### config.mk
export PLATFORM = sky130hd
export DESIGN_NAME = conv_enc_213
export DESIGN_NICKNAME = d
export VERILOG_FILES = /design/src/rtl/conv213_pkg.sv /design/src/rtl/conv_enc_213.sv
export SDC_FILE = /design/constraint.sdc
export NUM_CORES = 1
export LEC_CHECK = 0
export CAP_MARGIN = 20
export CORE_ASPECT_RATIO = 1.5
export CORE_MARGIN = 3
export CORE_UTILIZATION = 51
export CTS_CLUSTER_DIAMETER = 30
export DETAILED_ROUTE_END_ITERATION = 8
export PLACE_DENSITY = 0.74
export SLEW_MARGIN = 40
export SYNTH_ARGS = -nofsm -noshare
export SYNTH_HDL_FRONTEND = slang
export SYNTH_SLANG_ARGS = --single-unit
### constraint.sdc
create_clock -name clock -period 1.9 [get_ports clock]
set_input_delay 0.38 -clock clock [delete_from_list [all_inputs] [get_ports clock]]
set_output_delay 0.38 -clock clock [all_outputs]
set_load 0.02 [all_outputs]
### src/rtl/conv213_pkg.sv
// Shared definitions for the (2,1,3) convolutional encoder: state encoding,
// code constants and the generator function used by encoder and reference models.
package conv213_pkg;

    typedef enum logic [1:0] {
        IDLE  = 2'd0,
        DATA  = 2'd1,
        TAIL  = 2'd2,
        DRAIN = 2'd3
    } conv213_state_t;

    localparam int          K        = 3;
    localparam int          TAIL_LEN = 2;
    localparam logic [2:0]  G0       = 3'b111;
    localparam logic [2:0]  G1       = 3'b101;

    // Returns {g0,g1} for input bit b and history sr ({bit before previous, previous}).
    function automatic logic [1:0] conv213_encode(input logic b, input logic [1:0] sr);
        logic [2:0] taps;
        taps = {b, sr[0], sr[1]};
        return {^(taps & G0), ^(taps & G1)};
    endfunction

endpackage

### src/rtl/conv_enc_213.sv
// Frame-based rate-1/2 K=3 convolutional encoder (G0=7, G1=5) with two zero tail bits.
// Optional symbol error injection port when CONV_ENC_213_ERRINJ_EN is defined.
module conv_enc_213
    import conv213_pkg::*;
#(
    parameter int FRAME_LEN = 16,
    parameter int CNT_W     = 10
) (
    input  logic       clock,
    input  logic       reset,
`ifdef CONV_ENC_213_ERRINJ_EN
    input  logic       err_inj,
`endif
    input  logic       start,
    input  logic       in_bit,
    input  logic       in_valid,
    output logic       in_ready,
    output logic [1:0] out_sym,
    output logic       out_valid,
    input  logic       out_ready,
    output logic       out_last,
    output logic       busy,
    output logic       frame_done
);

    conv213_state_t   state_r, state_nxt_s;
    logic [1:0]       sr_r, sr_nxt_s;
    logic [CNT_W-1:0] cnt_r, cnt_nxt_s;
    logic             tail_r, tail_nxt_s;
    logic [1:0]       sym_r;
    logic             valid_r, last_r;
    logic             slot_free_s, load_s, enc_bit_s, load_last_s;
    logic             in_ready_s, frame_done_s, inj_s;

`ifdef CONV_ENC_213_ERRINJ_EN
    assign inj_s = err_inj;
`else
    assign inj_s = 1'b0;
`endif

    assign slot_free_s = !valid_r || out_ready;

    // Next-state, shift-register, counter and symbol-load decisions.
    always_comb begin
        state_nxt_s  = state_r;
        sr_nxt_s     = sr_r;
        cnt_nxt_s    = cnt_r;
        tail_nxt_s   = tail_r;
        load_s       = 1'b0;
        enc_bit_s    = 1'b0;
        load_last_s  = 1'b0;
        in_ready_s   = 1'b0;
        frame_done_s = 1'b0;
        case (state_r)
            IDLE: begin
                if (start) begin
                    sr_nxt_s    = 2'b00;
                    cnt_nxt_s   = '0;
                    state_nxt_s = DATA;
                end else begin
                    state_nxt_s = IDLE;
                end
            end
            DATA: begin
                in_ready_s = slot_free_s;
                if (in_valid && slot_free_s) begin
                    load_s    = 1'b1;
                    enc_bit_s = in_bit;
                    sr_nxt_s  = {sr_r[0], in_bit};
                    if (cnt_r == CNT_W'(FRAME_LEN - 1)) begin
                        tail_nxt_s  = 1'b0;
                        state_nxt_s = TAIL;
                    end else begin
                        cnt_nxt_s = cnt_r + CNT_W'(1);
                    end
                end else begin
                    state_nxt_s = DATA;
                end
            end
            TAIL: begin
                if (slot_free_s) begin
                    load_s   = 1'b1;
                    sr_nxt_s = {sr_r[0], 1'b0};
                    if (tail_r) begin
                        load_last_s = 1'b1;
                        state_nxt_s = DRAIN;
                    end else begin
                        tail_nxt_s = 1'b1;
                    end
                end else begin
                    state_nxt_s = TAIL;
                end
            end
            DRAIN: begin
                if (valid_r && out_ready) begin
                    frame_done_s = 1'b1;
                    state_nxt_s  = IDLE;
                end else begin
                    state_nxt_s = DRAIN;
                end
            end
            default: begin
                state_nxt_s = IDLE;
            end
        endcase
    end

    // Control state, encoder history and frame counters.
    always_ff @(posedge clock) begin
        if (reset) begin
            state_r <= IDLE;
            sr_r    <= 2'b00;
            cnt_r   <= '0;
            tail_r  <= 1'b0;
        end else begin
            state_r <= state_nxt_s;
            sr_r    <= sr_nxt_s;
            cnt_r   <= cnt_nxt_s;
            tail_r  <= tail_nxt_s;
        end
    end

    // Output symbol register; holds its contents while downstream stalls.
    always_ff @(posedge clock) begin
        if (reset) begin
            sym_r   <= 2'b00;
            valid_r <= 1'b0;
            last_r  <= 1'b0;
        end else if (load_s) begin
            sym_r   <= conv213_encode(enc_bit_s, sr_r) ^ {inj_s, inj_s};
            valid_r <= 1'b1;
            last_r  <= load_last_s;
        end else if (out_ready) begin
            valid_r <= 1'b0;
            last_r  <= 1'b0;
        end else begin
            valid_r <= valid_r;
            last_r  <= last_r;
        end
    end

    assign out_sym    = sym_r;
    assign out_valid  = valid_r;
    assign out_last   = last_r;
    assign in_ready   = in_ready_s;
    assign frame_done = frame_done_s;
    assign busy       = (state_r != IDLE);

endmodule

==> results of run 1 <==
-- cell usage after synthesis (2+ instances only) --
cell type / count / area (µm²)
o21ai_0: 6 / 30.03
a31oi_1: 6 / 37.54
and2_1: 3 / 18.77
a21oi_1: 13 / 65.06
or4_1: 2 / 15.01
nand3_1: 7 / 35.03
nand3b_1: 3 / 22.52
dfxtp_1: 19 / 380.4
and3_1: 3 / 18.77
nand2_1: 20 / 75.07
nand2b_1: 2 / 12.51
nor2b_1: 3 / 18.77
ha_1: 5 / 62.56
clkbuf_1: 4 / 15.01
nand4_1: 3 / 18.77
inv_1: 3 / 11.26
o22ai_1: 3 / 18.77
o211ai_1: 3 / 22.52
nor2_1: 8 / 30.03
nor3_1: 3 / 15.01
or3_1: 5 / 31.28
-- worst max-delay path, cell delays in order --
cell and delay [ns]:
clkdlybuf4s50_1 0.49, buf_4 0.13, and3_1 0.14, dlygate4sd2_1 0.33
-- where the power goes --
group / internal [W] / leakage (nW) / total (W) / switching [W]
Clock: 0.0000784 / 0.0177 / 0.000205 / 0.000126
Sequential: 0.000406 / 0.155 / 0.000415 / 0.00000873
Combinational: 0.000111 / 0.413 / 0.000240 / 0.000129
-- repair_timing --
action / CTS / global route
setup endpoints to repair: 4 / 14
gates resized for setup: 5 / 13
cloned: 0 / 1
setup buffers: 0 / 1
pin swaps: 0 / 4
hold endpoints to repair: 0 / 0
-- state kept, by name, summed over array words and instances, names as in the netlist --
| register | count |
|---|---|
| cnt_r | 10 |
| out_last | 1 |
| out_sym | 2 |
| out_valid | 1 |
| sr_r | 2 |
| state_r | 2 |
| tail_r | 1 |
-- per-layer routing --
| metal | track usage (%) | wire, µm | up-vias |
|---|---|---|---|
| met4 | 9.811 | 95 | 0 |
| met1 | 25.74 | 1179 | 590 |
| met3 | 2.817 | 110 | 13 |
| met2 | 41.73 | 1636 | 39 |
| met5 | 0 | 0 | - |
| li1 | - | - | 602 |
-- per-stage QoR --
step	util (%)	total power [W]	area, µm²	TNS [ns]
after floorplan	-	0.0005378	1144	0
after global placement	68.43	0.0006343	1421	-1.601
after detailed placement	68.43	0.0006398	1421	-2.330
after CTS	69.70	0.0008437	1448	0
after global routing	71.93	0.0009105	1494	-0.02171
final	71.93	0.0008595	1494	0
-- kinds of logic after synthesis --
kind of cell / share of synthesized area (%)
compound gates: 22.65
buf+inv: 3.391
simple gates: 33.59
fa+ha+maj: 5.470
flops: 33.26
xor+xnor: 0.7660
mux: 0.8753
-- area by class of cell --
type                       count  area [µm²]  share of cell area [%]
clock buffer                   3       22.52                   1.508
clock inverter                 1       5.005                  0.3350
inverter                       3       11.26                  0.7538
multi-input combinational    118       763.2                   51.09
sequential                    19       386.6                   25.88
tap                           22       27.53                   1.843
timing repair buffer          34       277.8                   18.59
-- path summary, 6_finish.rpt --
path           endpoint  slack, ns  cells past startpoint  startpoint
max          frame_done       0.06                      4   out_ready
min          state_r[1]       0.50                      2  state_r[1]
max reg2reg  state_r[1]       0.08                      6    cnt_r[1]
min reg2reg  state_r[1]       0.50                      2  state_r[1]
==> results.yml, run 1 <==
run_status:
  status: "complete, no violations"
setup_path:
  cp_data_required_time_ns: 1.52
  startpoint_type: "primary input"
  path_class: "in2out"
  end_kind: "output port"
  arrival_ns: 1.46
  crit_fanout: 5
finish:
  drive_above_1_share_pct: 21.91
  area_growth_pct: 30.63
  final_cells: 200
  antenna_cells: 0
  nFillCells: 188
  final_cell_mix: "buf_4, nand2_1, dfxtp_1"
  nets: 190
  layout_commonest_cell: "buf_4"
yosys:
  synth-warning-count: 0
  synth_nets: 156
  postSynth.asyncResetShare_pct: 0
  synth_cell_types: 42
  synth_area_um2: 1144
  syn_area_per_cell_um2: 7.887
  synth_flop_cell: "dfxtp_1"
  syn-instance-count: 145
  ys_ff_latch: 19
  synth-seq-area-share_pct: 33.26
  synth-edff-count: 0
global_route:
  grt_pass1_wl_um: 5106
  grt_pass1_vias: 1171
  grt_start_max_net_pins: 14
  antenna_found_initial: 0
  grt_overflow: 0
  grt_use_total_pct: 23.16
die:
  die_h_um: 64.00
  ios: 13
  dieArea_um2: 2858
  initial_core_util_pct: 55.06
  core_um2: 2077
  die_w_um: 44.67
  row_count: 20
pwr:
  p_leak_nw: 0.5854
  powerDensity_nw_per_um2: 575.3
  peakVddDrop_v: 0.0003946
sta:
  hold_violations: 0
  fmax_mhz: 542.6
  finalSetupViolations: 0
  tightest_slew_ns: 0.4521
  whs_ns: 0.4952
  timing.final.crit_share_pct: 97.00
  min_period_ns: 1.843
  max-slew-margin-rel_pct: 69.73
  layout_setup_ws_ns: 0.05704
  finalClockSkew_ns: 0.002575
  slew_violations: 0
run:
  drv_cap: 0
placement:
  gp_congestion: 0.8678
  hpwl_um: 2257
  placedCellCount: 194
  io_buffers: 12
  place_ws_ns: -0.2650
routing:
  drt_first_pass_iters: 4
  wirelength_um: 3021
  vias_per_cell: 6.220
  drcViolationCount: 0
  drtIter0Drc: 34
  final_antenna_net_count: 0
  wl_per_cell_um: 15.11
  vias: 1244
cts:
  cts_hold_buf: 0
  clock_path_buffers: 2
  ctsRootBufferMaster: "clkbuf_4"
  numCtsBuffers: 3
  clk_latency_ns: 0.30
  cts_tree: "yes"
  h-tree-depth: 1
  clk_pin_slew_ns: 0.11
  clock-sinks: 19
worst_hold_path:
  min_path_type: "reg2reg"
Power figures use the tool's default switching activity.
==> run 2: changes to the inputs <==
--- a/config.mk
+++ b/config.mk
@@ -8,7 +8,7 @@
 export CAP_MARGIN = 20
 export CORE_ASPECT_RATIO = 1.5
 export CORE_MARGIN = 3
-export CORE_UTILIZATION = 51
+export CORE_UTILIZATION = 49
 export CTS_CLUSTER_DIAMETER = 30
 export DETAILED_ROUTE_END_ITERATION = 8
 export PLACE_DENSITY = 0.74
==> constraint.sdc (replaced) <==
create_clock -name clock -period 1.66 [get_ports clock]
set_input_delay 0.332 -clock clock [delete_from_list [all_inputs] [get_ports clock]]
set_output_delay 0.332 -clock clock [all_outputs]
set_load 0.02 [all_outputs]
==> run 2 against run 1 <==
The flow now finishes with violations (negative setup slack). Routed wire length grew 26%. Combinational power grew 52%. Sequential cell count is the same. Critical endpoint is now out_sym[1]. Highest routed layer unchanged.
==> results.yml, run 2 (synthesis results as in run 1) <==
die:
  dieArea_um2: 2962
  core_um2: 2127
  die_h_um: 65.17
  die_w_um: 45.45
  row_count: 20
  ios: 13
  initial_core_util_pct: 53.76
pwr:
  peakVddDrop_v: 0.0005288
  sequentialPowerShare_pct: 43.7
  power_frac_comb_pct: 33.3
  p_leak_nw: 0.7038
  p_sw_w: 0.0003587
  intPower_w: 0.0007348
  powerDensity_nw_per_um2: 617.7
  clockPowerShare_pct: 23.0
  total_power_w: 0.001094
  p_sw_share_pct: 32.80
global_route:
  grt-busiest-layer: "met2"
  met2_usage_pct: 41.61
  use_met1_pct: 23.26
  grt_use_total_pct: 24.08
  met3_usage_pct: 3.288
  grt_pass1_wl_um: 5195
  grt_start_max_net_pins: 11
  antenna_found_initial: 0
  grt_pass1_vias: 1269
  grt_overflow: 0
sta:
  finalSetupViolations: 8
  max-slew-margin-rel_pct: 62.50
  timing.final.crit_share_pct: 108.6
  finalClockSkew_ns: 0.006586
  tightest_slew_ns: 0.5601
  rsz0062_at_grt: "yes"
  hold_violations: 0
  layout_setup_ws_ns: -0.1428
  fmax_mhz: 554.7
  min_period_ns: 1.803
  slew_violations: 0
placement:
  placedCellCount: 207
  placed_cell_area_um2: 1545
  place_ws_ns: -0.3895
  io_buffers: 12
  hpwl_um: 2292
  gp_congestion: 0.9287
worst_hold_path:
  whs_endpoint: "out_last"
  min_path_type: "in2reg"
  worstHoldStart: "out_ready"
  hold_depth: 4
routing:
  vias: 1358
  final_antenna_net_count: 0
  drcViolationCount: 0
  drtIter0Drc: 46
  vias_per_cell: 6.229
  wl_per_cell_um: 17.46
  drt_first_pass_iters: 4
  wirelength_um: 3806
cts:
  numCtsBuffers: 3
  ctsRootBufferMaster: "clkbuf_4"
  clock_path_buffers: 2
  clk_latency_ns: 0.31
  cts_tree: "yes"
  h-tree-depth: 1
  clk_pin_slew_ns: 0.11
  clock-sinks: 19
setup_path:
  r2r-start: "state_r[1]"
  path_class: "reg2reg"
  crit_family: "compound AO/OA/AOI/OAI gates"
  startpoint_type: "flop"
  crit_fanout: 6
  r2r_cells: 6
  critPathMaxStageDelay_ns: 0.47
  crit_buf_inv: 1
  slowest_stage: "o211ai_1"
  r2r_end: "out_sym[1]"
  reg2reg_slack_ns: -0.14
  cp_data_required_time_ns: 1.87
  end_kind: "flop"
  arrival_ns: 2.01
  cp_cell_sequence: "inv_2 -> ha_4 -> and2_4 -> o211ai_1 -> nor3_1 -> a221o_1"
  cp_num_cells: 6
finish:
  layout_commonest_cell: "buf_4"
  seqCellArea_um2: 389.1
  drive_above_1_share_pct: 43.37
  multi_input_area_um2: 892.1
  area_growth_pct: 54.81
  final_cells: 218
  final_cell_mix: "buf_4, nand2_1, dfxtp_1"
  design_area_um2: 1770
  antenna_cells: 0
  largest-register: "cnt_r"
  nFillCells: 132
  largest_reg_flops: 10
  nets: 208
run_status:
  violations: "negative setup slack"
  status: "complete, but fails checks"
run:
  drv_cap: 0
## run 2: changes by cell type in the layout (fill, tap and decap cells not counted), sizes merged
cell / previous run / this run
buf: 23 / 42
clkinv: 1 / 0
dlygate4sd2: 2 / 1
clkbuf: 3 / 5
clkdlybuf4s50: 9 / 6
dlymetal6s2s: 0 / 2
## run 2: worst max-delay path by stage
stage / startpoint / end / slack [ns]
2_1_floorplan: state_r[0] / cnt_r[5] / 0.02
3_3_place_gp: out_ready / in_ready / -0.37
3_5_place_dp: out_ready / in_ready / -0.39
4_1_cts: state_r[0] / cnt_r[7] / -0.05
5_1_grt: state_r[1] / out_sym[1] / -0.24
6_report: state_r[1] / out_sym[1] / -0.14
## run 2: through the flow
| stage | hold slack, ns | setup TNS, ns | util (%) |
|---|---|---|---|
| after floorplan | 0.4436 | 0 | - |
| after global placement | 0.4632 | -5.354 | 72.65 |
| after detailed placement | 0.4662 | -6.160 | 72.65 |
| after CTS | 0.5064 | -0.06777 | 79.35 |
| after global routing | 0.5011 | -1.234 | 83.24 |
| final | 0.4864 | -0.5124 | 83.24 |
## run 2: area by class of cell
class | instances | share of cell area (%)
inverter | 3 | 0.9187
multi-input combinational | 118 | 50.39
timing repair buffer | 52 | 23.67
tap | 22 | 1.555
sequential | 19 | 21.98
clock buffer | 4 | 1.484
## run 2: what timing repair did
item                       in CTS  in global routing
cloned                          1                  0
setup endpoints to repair      19                 18
resized for setup              31                 20
pin swaps                      11                 19
hold buffers                    0                  0
buffers inserted                4                  2
## run 2: worst register-to-register path, delay by kind of cell, from the launching register on
kind            cells  cell delay, ns
simple gates        2            0.29
flops               1            0.37
fa+ha+maj           1            0.19
buf+inv             1            0.06
compound gates      2            0.79
## run 2: power by group through the flow
stage | combinational, W | sequential [W] | clock [W]
2_1_floorplan | 0.000146 | 0.000484 | 0
3_3_place_gp | 0.000276 | 0.000482 | 0
3_5_place_dp | 0.000281 | 0.000483 | 0
4_1_cts | 0.000325 | 0.000475 | 0.000257
5_1_grt | 0.000386 | 0.000479 | 0.000273
6_report | 0.000364 | 0.000478 | 0.000251
## run 2: layer usage
metal  wire length, µm  vias to the layer above
met1              1478                      639
met4               175                        0
met5                 0                        -
li1                  -                      643
met2              1958                       60
met3               193                       16
==> run 3: changes to the inputs <==
--- a/config.mk
+++ b/config.mk
@@ -8,10 +8,9 @@
 export CAP_MARGIN = 20
 export CORE_ASPECT_RATIO = 1.5
 export CORE_MARGIN = 3
-export CORE_UTILIZATION = 49
+export CORE_UTILIZATION = 28
 export CTS_CLUSTER_DIAMETER = 30
 export DETAILED_ROUTE_END_ITERATION = 8
-export PLACE_DENSITY = 0.74
 export SLEW_MARGIN = 40
 export SYNTH_ARGS = -nofsm -noshare
 export SYNTH_HDL_FRONTEND = slang
==> run 3 against run 2 <==
Sequential cell count did not move. Combinational power rose by 1%. Design area rose by 1.7%. Clock power rose by 33%. The run still ends with negative setup slack left.
==> results.yml, run 3 (synthesis results as in run 1) <==
sta:
  slew_violations: 0
  tightest_slew_ns: 0.2894
  finalClockSkew_ns: 0.001387
  max-slew-margin-rel_pct: 80.65
  min_period_ns: 1.676
  finalSetupViolations: 1
  hold_violations: 0
  timing.final.crit_share_pct: 101.0
  fmax_mhz: 596.6
  layout_setup_ws_ns: -0.01612
  fin_tns_setup_ns: -0.01612
  rsz0062_at_grt: "yes"
cts:
  cts_tree: "yes"
  numCtsBuffers: 3
  clock-sinks: 19
  h-tree-depth: 1
  cts_hold_buf: 0
  clk_latency_ns: 0.26
  ctsRootBufferMaster: "clkbuf_8"
  clock_path_buffers: 2
  clk_pin_slew_ns: 0.08
finish:
  design_area_um2: 1800
  nets: 210
  drive_above_1_share_pct: 39.39
  largest-register: "cnt_r"
  area_growth_pct: 57.44
  utilization_pct: 47.59
  antenna_cells: 0
  final_cell_mix: "buf_4, nand2_1, dfxtp_1"
  nFillCells: 384
  largest_reg_flops: 10
  multi_input_area_um2: 854.6
  seqCellArea_um2: 389.1
  layout_commonest_cell: "buf_4"
die:
  dieArea_um2: 4903
  core_um2: 3784
  ios: 13
  initial_core_util_pct: 30.22
  row_count: 27
  die_h_um: 84.27
  die_w_um: 58.18
setup_path:
  crit_start: "start"
  crit_fanout: 5
  cp_data_required_time_ns: 1.85
  path_class: "in2reg"
  end_kind: "flop"
  r2r-start: "state_r[0]"
  arrival_ns: 1.87
  startpoint_type: "primary input"
placement:
  placed_cell_area_um2: 1594
  gp_congestion: 0.8718
  io_buffers: 12
  hpwl_um: 2342
  place_ws_ns: -0.4056
global_route:
  grt_overflow: 0
  grt_pass1_wl_um: 5478
  grt_pass1_vias: 1312
  antenna_found_initial: 0
  grt_start_max_net_pins: 12
  grt_use_total_pct: 13.97
pwr:
  powerDensity_nw_per_um2: 653.9
  p_leak_nw: 0.7262
  peakVddDrop_v: 0.0004678
run:
  drv_cap: 0
routing:
  drtIter0Drc: 26
  final_antenna_net_count: 0
  wirelength_um: 3311
  vias_per_cell: 5.386
  drt_first_pass_iters: 4
  vias: 1298
  wl_per_cell_um: 13.74
  drcViolationCount: 0
worst_hold_path:
  min_path_type: "reg2reg"
  worstHoldStart: "out_last"
run_status:
  violations: "negative setup slack"
  status: "complete, but fails checks"
## run 3: cell count changes in the layout (fill, tap and decap cells not counted), sizes merged
cell | previous run | this run
clkinv | 0 | 1
clkbuf | 5 | 4
buf | 42 | 43
dlymetal6s2s | 2 | 1
dlygate4sd2 | 1 | 3
## run 3: layout make-up
cell class,count,area share [%]
clock buffer,3,2.293
clock inverter,1,0.2780
inverter,3,1.042
multi-input combinational,118,47.46
sequential,19,21.61
tap,43,2.988
timing repair buffer,54,24.32
## run 3: metrics by stage
| step | instances | hold slack (ns) | total power (W) |
|---|---|---|---|
| after floorplan | 145 | 0.4436 | 0.0006298 |
| after global placement | 231 | 0.4619 | 0.0007671 |
| after detailed placement | 231 | 0.4642 | 0.0007732 |
| after CTS | 237 | 0.4983 | 0.001153 |
| after global routing | 241 | 0.5253 | 0.001226 |
| final | 241 | 0.4922 | 0.001177 |
## run 3: final timing paths
path,to,slack (ns),cells after the start
hold reg to reg,out_last,0.49,2
setup reg to reg,cnt_r[5],-0.01,7
setup / recovery,cnt_r[5],-0.02,5
hold / removal,out_last,0.49,2
## run 3: per-layer routing
| layer | up-vias | part of all wire [%] | GRT usage [%] |
|---|---|---|---|
| li1 | 643 | - | - |
| met1 | 618 | 39 | 14.21 |
| met2 | 25 | 55 | 26.03 |
| met3 | 12 | 2.8 | 1.846 |
| met4 | 0 | 3.8 | 8.017 |
| met5 | - | 0 | 0 |
## run 3: what timing repair did
item,CTS,global route
buffers inserted,1,4
pin swaps,10,15
setup endpoints to repair,19,15
cloned,1,0
gates resized for setup,26,15
## run 3: critical path: stages
cell	delay [ns]
clkdlybuf4s50_1	0.55
o2111ai_4	0.15
nand2b_4	0.19
or4_1	0.51
a31oi_1	0.13
## run 3: power by group
part           internal [W]  switching, W
Clock              0.000167      0.000166
Sequential         0.000465     0.0000103
Combinational      0.000189      0.000179
Total              0.000822      0.000356
